### src/rtl/wb_pkg.sv
// Shared types and constants for the register-file write-back arbiter.
// Imported by wb_merge and regfile_wb_arbiter.
package wb_pkg;

    typedef enum logic [1:0] {
        WB_BYTE = 2'b00,
        WB_HALF = 2'b01,
        WB_WORD = 2'b10
    } wb_size_t;

    typedef enum logic [1:0] {
        IDLE,
        READ,
        WRITE,
        DONE
    } wb_state_t;

    localparam logic [4:0] REG_ZERO = 5'd0;
    localparam logic       REQ_ALU  = 1'b0;
    localparam logic       REQ_MEM  = 1'b1;

    // Byte and half writes need the old register value; 2'b11 behaves as a word.
    function automatic logic is_partial(input logic [1:0] size);
        return (size == WB_BYTE) || (size == WB_HALF);
    endfunction

endpackage

### src/rtl/wb_merge.sv
// Combinational merge of new write data into the old register value by size.
// Sizes other than byte/half pass the new word through unchanged.
module wb_merge
    import wb_pkg::*;
#(
    parameter int DATA_W = 32
) (
    input  logic [DATA_W-1:0] old_data,
    input  logic [DATA_W-1:0] new_data,
    input  logic [1:0]        size,
    output logic [DATA_W-1:0] merged
);

    always_comb begin
        // NOTE: default assignment first so every path drives merged and no latch is inferred.
        merged = new_data;
        case (size)
            WB_BYTE: merged = {old_data[DATA_W-1:8],  new_data[7:0]};
            WB_HALF: merged = {old_data[DATA_W-1:16], new_data[15:0]};
            default: merged = new_data;
        endcase
    end

endmodule

### src/rtl/regfile_wb_arbiter.sv
// Write-back arbiter for the register-file write port: two requesters, partial
// writes as read-modify-write. Define WB_ROUND_ROBIN_EN for round-robin ties.
module regfile_wb_arbiter
    import wb_pkg::*;
#(
    parameter int DATA_W = 32,
    parameter int ADDR_W = 5,
    parameter int RD_LAT = 1
) (
    input  logic              clk,
    input  logic              rst_n,

    input  logic              req0_valid,
    output logic              req0_ready,
    input  logic [ADDR_W-1:0] req0_addr,
    input  logic [DATA_W-1:0] req0_data,
    input  logic [1:0]        req0_size,

    input  logic              req1_valid,
    output logic              req1_ready,
    input  logic [ADDR_W-1:0] req1_addr,
    input  logic [DATA_W-1:0] req1_data,
    input  logic [1:0]        req1_size,

    output logic              rf_we,
    output logic [ADDR_W-1:0] rf_waddr,
    output logic [DATA_W-1:0] rf_wdata,
    output logic              rf_re,
    output logic [ADDR_W-1:0] rf_raddr,
    input  logic [DATA_W-1:0] rf_rdata,

    output logic              wb_done,
    output logic              wb_id,
    output logic              busy
);

    localparam logic [1:0] RD_LAST = 2'(RD_LAT - 1);

    wb_state_t         state;
    logic [1:0]        rd_cnt;
    logic [ADDR_W-1:0] lat_addr;
    logic [DATA_W-1:0] lat_data;
    logic [1:0]        lat_size;
    logic              lat_id;

    logic              acc0;
    logic              acc1;
    logic              acc_id;
    logic [ADDR_W-1:0] acc_addr;
    logic [DATA_W-1:0] acc_data;
    logic [1:0]        acc_size;
    logic              acc_direct;
    logic              gnt0;
    logic              gnt1;
    logic [DATA_W-1:0] merged;

    // Readies are one-hot and only high in IDLE, so valid&&ready is the accept.
    assign acc0       = req0_valid && req0_ready;
    assign acc1       = req1_valid && req1_ready;
    assign acc_id     = acc1 ? REQ_MEM   : REQ_ALU;
    assign acc_addr   = acc1 ? req1_addr : req0_addr;
    assign acc_data   = acc1 ? req1_data : req0_data;
    assign acc_size   = acc1 ? req1_size : req0_size;
    assign acc_direct = !is_partial(acc_size) || (acc_addr == ADDR_W'(REG_ZERO));

`ifdef WB_ROUND_ROBIN_EN
    logic rr_prio;  // requester favoured on a tie: the one not granted last

    assign gnt1 = req1_valid && (!req0_valid || (rr_prio == REQ_MEM));
    assign gnt0 = req0_valid && (!req1_valid || (rr_prio == REQ_ALU));

    always_ff @(posedge clk or negedge rst_n) begin
        if (!rst_n) begin
            rr_prio <= REQ_MEM;
        end else if (acc0 || acc1) begin
            rr_prio <= ~acc_id;
        end
    end
`else
    assign gnt1 = req1_valid;
    assign gnt0 = req0_valid && !req1_valid;
`endif

    wb_merge #(.DATA_W(DATA_W)) u_merge (
        .old_data (rf_rdata),
        .new_data (lat_data),
        .size     (lat_size),
        .merged   (merged)
    );

    always_ff @(posedge clk or negedge rst_n) begin
        if (!rst_n) begin
            state      <= IDLE;
            rd_cnt     <= '0;
            lat_addr   <= '0;
            lat_data   <= '0;
            lat_size   <= '0;
            lat_id     <= REQ_ALU;
            req0_ready <= 1'b0;
            req1_ready <= 1'b0;
            rf_we      <= 1'b0;
            rf_waddr   <= '0;
            rf_wdata   <= '0;
            rf_re      <= 1'b0;
            rf_raddr   <= '0;
            wb_done    <= 1'b0;
            wb_id      <= 1'b0;
            busy       <= 1'b0;
        end else begin
            // NOTE: non-blocking throughout so every output reflects the state being entered.
            rf_we   <= 1'b0;
            wb_done <= 1'b0;
            case (state)
                IDLE: begin
                    if (acc0 || acc1) begin
                        lat_addr   <= acc_addr;
                        lat_data   <= acc_data;
                        lat_size   <= acc_size;
                        lat_id     <= acc_id;
                        req0_ready <= 1'b0;
                        req1_ready <= 1'b0;
                        busy       <= 1'b1;
                        if (acc_direct) begin
                            state    <= WRITE;
                            rf_we    <= (acc_addr != ADDR_W'(REG_ZERO));
                            rf_waddr <= acc_addr;
                            rf_wdata <= acc_data;
                        end else begin
                            state    <= READ;
                            rf_re    <= 1'b1;
                            rf_raddr <= acc_addr;
                            rd_cnt   <= '0;
                        end
                    end else begin
                        req0_ready <= gnt0;
                        req1_ready <= gnt1;
                    end
                end
                READ: begin
                    // rf_rdata is valid on the last READ cycle; merge it straight into the write.
                    if (rd_cnt == RD_LAST) begin
                        state    <= WRITE;
                        rf_re    <= 1'b0;
                        rf_we    <= 1'b1;
                        rf_waddr <= lat_addr;
                        rf_wdata <= merged;
                    end else begin
                        rd_cnt <= rd_cnt + 2'd1;
                    end
                end
                WRITE: begin
                    state   <= DONE;
                    wb_done <= 1'b1;
                    wb_id   <= lat_id;
                end
                DONE: begin
                    state      <= IDLE;
                    busy       <= 1'b0;
                    req0_ready <= gnt0;
                    req1_ready <= gnt1;
                end
                default: state <= IDLE;
            endcase
        end
    end

endmodule

### config.mk
export PLATFORM = sky130hd
export DESIGN_NAME = regfile_wb_arbiter
export DESIGN_NICKNAME = d
export VERILOG_FILES = /design/src/rtl/wb_pkg.sv /design/src/rtl/wb_merge.sv /design/src/rtl/regfile_wb_arbiter.sv
export SDC_FILE = /design/constraint.sdc
export NUM_CORES = 1
export LEC_CHECK = 0
export BUFFER_PORTS_ARGS = -buffer_cell sky130_fd_sc_hd__buf_2
export CORE_ASPECT_RATIO = 0.8
export CORE_UTILIZATION = 30
export DETAILED_ROUTE_END_ITERATION = 7
export GPL_TIMING_DRIVEN = 0
export PLACE_DENSITY = 0.64
export SKIP_LAST_GASP = 1
export SYNTH_ARGS = -nofsm -noshare
export SYNTH_HDL_FRONTEND = slang
export SYNTH_SLANG_ARGS = --single-unit
### constraint.sdc
create_clock -name clk -period 2.3 [get_ports clk]
set_clock_uncertainty 0.05 [all_clocks]
set_input_delay 0.23 -clock clk [delete_from_list [all_inputs] [get_ports clk]]
set_output_delay 0.23 -clock clk [all_outputs]
set_load 0.01 [all_outputs]
==> qor.yml <==
synth_cell_types: 36
synth.most_common_cell: "dfrtp_1"
wl_per_cell_um: 16.3
rsz0062_at_grt: "true"
syn_area_um2: 4830
cp_max_fo: 10
slowest_delay_ns: 0.45
synth-simple-area-share_pct: 9.46
synth_compound_area_share_pct: 12.7
ioPinCount: 163
synth_top_area_cell: "dfrtp_1"
synth_fp_nets: 554
cp-start-kind: "flip-flop"
crit_slowest_cell: "dfrtp_1"
wl_um: 13400
grt_pass1_wl_um: 20800
clkLatencyLatePin_ns: 0.34
fin_crit_sh_pct: 94.7
place_ws_ns: -0.198
drc: 0
drv_slew: 0
power_frac_clock_pct: 17.0
die_y_um: 115
hold_class: "primary input to flip-flop"
synth_edf_count: 0
dieArea_um2: 16600
synth.avg_cell_area_um2: 11.1
drive_gt1_share_pct: 38.5
rows: 41
finalHoldViolations: 0
yosys-top-cells-area: "dfrtp_1 (48%), mux2i_1 (13%), mux2_4 (9.3%)"
switching_share_pct: 37.3
synth_ff_type: "dfrtp_1"
finalCriticalPeriod_ns: 2.18
leakagePower_nw: 3.20
dr.pass1.iters: 4
grt_antenna_before_repair: 1
antenna_left: 0
core_area_um2: 15700
required_ns: 2.47
instances_no_fill: 825
die_w_um: 144
crit_chain: "nand2_4, buf_2, clkbuf_4, mux2i_1, o21ai_0, mux2_4"
cpLargestDelayFamily: "buffers and inverters"
nNetsFinal: 724
fin_hold_ws_ns: 0.112
num_vias: 3910
cts_sinks: 93
root_buffer: "clkbuf_16"
syn_inst: 435
ys_seq_elements: 93
synthTopCellsByCount: "dfrtp_1 (93), nand2_1 (65), mux2i_1 (62), o21ai_0 (62), mux2_4 (30)"
combPwrFrac_pct: 48.7
path_class: "flip-flop to flip-flop"
drt_iter0_drc: 190
gr-usage-all-layers_pct: 16.8
cts_buffer_depth: 2
setup_ws_ns: 0.122
path_buf_inv: 2
synth_top_family_by_area: "multiplexers"
io_buffers: 154
gp_congestion: 0.778
power.net_switching_mw: 3.19
overflow: 0
h-tree-depth: 3
grt_pass1_vias: 3962
cts_made_buffers: 9
yosys.area_share.adder_pct: 1.30
pwr-share-seq_pct: 34.3
path_clk_slew_ns: 0.06
status: "finished clean"
ys_seq_area_share_pct: 48.2
start_util_pct: 30.6
grt_start_max_net_pins: 61
powerDensity_nw_per_um2: 1360
vias_per_cell: 4.74
synth_xor_area_share_pct: 0
syn2layout_area_growth_pct: 29.9
synth_top_area_share_pct: 48.2
setup_viol: 0
synth_mux_area_share_pct: 24.3
peakVddDrop_mv: 0.520
yosysWarnings: 0
dpl.cell_count: 805
fmax_ghz: 0.459
diodes: 0
async_flop_share_pct: 100
drv_cap: 0
tightest_slew_ns: 0.965
cp.arrival_ns: 2.35
p_int_mw: 5.37
slew-limit-headroom_pct: 35.4
dp_hpwl_um: 10000
end_kind: "flip-flop"
cts_tree: "done"
-- cells by family after synthesis --
| logic type | after synthesis |
|---|---|
| multiplexers | 101 |
| AO/OA/AOI/OAI | 102 |
| flip-flops | 93 |
| buffers and inverters | 36 |
| adder cells (fa/ha/maj) | 5 |
| AND/OR/NAND/NOR | 98 |
-- worst min-delay path: cells and delay by family --
family                 cells  cell delay, ns
AOI/OAI and AO/OA          1            0.07
buffers and inverters      2            0.16
-- sequential cells by signal, summed over array words and instances, names as in the netlist, 2 cells and up --
| name | flops |
|---|---|
| rf_wdata | 32 |
| state | 2 |
| rd_cnt | 2 |
| lat_size | 2 |
| rf_waddr | 5 |
| lat_addr | 5 |
| rf_raddr | 5 |
| lat_data | 32 |
-- layout make-up --
cell class,instances,area [um2]
inverter,8,31.3
multi-input combinational,306,2310
sequential,93,2330
clock buffer,16,292
buffer,27,173
timing repair buffer,160,866
fill,1529,9480
tap,215,269
-- layout by cell type, fill, tap and decap left out, types with 2 or more instances in the layout --
cell	n
buf_12	5
mux2i_1	62
o211ai_1	3
mux2_4	30
clkbuf_2	4
clkbuf_1	15
a21oi_1	14
clkbuf_16	9
mux2_2	8
nor2_1	3
inv_1	7
o21ai_0	62
dfrtp_1	93
ha_1	5
clkbuf_4	3
a211oi_1	12
nand2b_1	2
nand2_4	2
buf_2	158
a32o_1	3
buf_4	3
clkbuf_8	4
nand3_1	5
nor2b_1	14
nand2_1	65
-- layer usage --
layer	GRT usage (%)	part of all wire, %	wire (um)
met1	21.8	47	6300
met2	27.2	46	6250
met5	0	0.097	13
met3	4.17	4.8	644
met4	5.82	1.8	245
-- power groups by stage --
stage | clock, mW | sequential, mW | combinational, mW
6_report | 1.45 | 2.94 | 4.17
5_1_grt | 1.57 | 3.04 | 4.59
4_1_cts | 1.51 | 2.94 | 4.20
3_5_place_dp | 0 | 2.95 | 4.08
3_3_place_gp | 0 | 2.91 | 3.95
2_1_floorplan | 0 | 3.06 | 2.61
-- repair_timing --
item	4_1_cts	5_1_grt
hold endpoints to repair	33	0
resized for setup	7	3
endpoints found under the setup margin	58	57
hold buffers	1	0
pin swaps	1	1
buffers inserted	2	2
-- per-stage QoR --
step,power (mW),utilization [%],area [um2],TNS (ns)
after floorplan,5.68,-,4830,0
after global placement,6.86,37.2,5870,-4.00
after detailed placement,7.03,37.4,5900,-6.05
after CTS,8.65,39.7,6250,-0.0523
after global routing,9.20,39.8,6270,-0.00232
final,8.56,39.8,6270,0
-- worst paths after layout --
kind / from / to / slack [ns] / cells past startpoint
min in group asynchronous: rst_n / rf_wdata[4]$_DFFE_PN0P_ / 0.34 / 2
max: req1_ready$_DFFE_PN0P_ / rf_wdata[2]$_DFFE_PN0P_ / 0.12 / 6
min: req0_valid / req0_ready$_DFFE_PN0P_ / 0.11 / 3
max in group asynchronous: rst_n / lat_data[23]$_DFFE_PN0P_ / 1.20 / 3
max reg2reg: req1_ready$_DFFE_PN0P_ / rf_wdata[2]$_DFFE_PN0P_ / 0.12 / 6
min reg2reg: lat_data[4]$_DFFE_PN0P_ / lat_data[4]$_DFFE_PN0P_ / 0.43 / 2
Power figures use the tool's default switching activity.
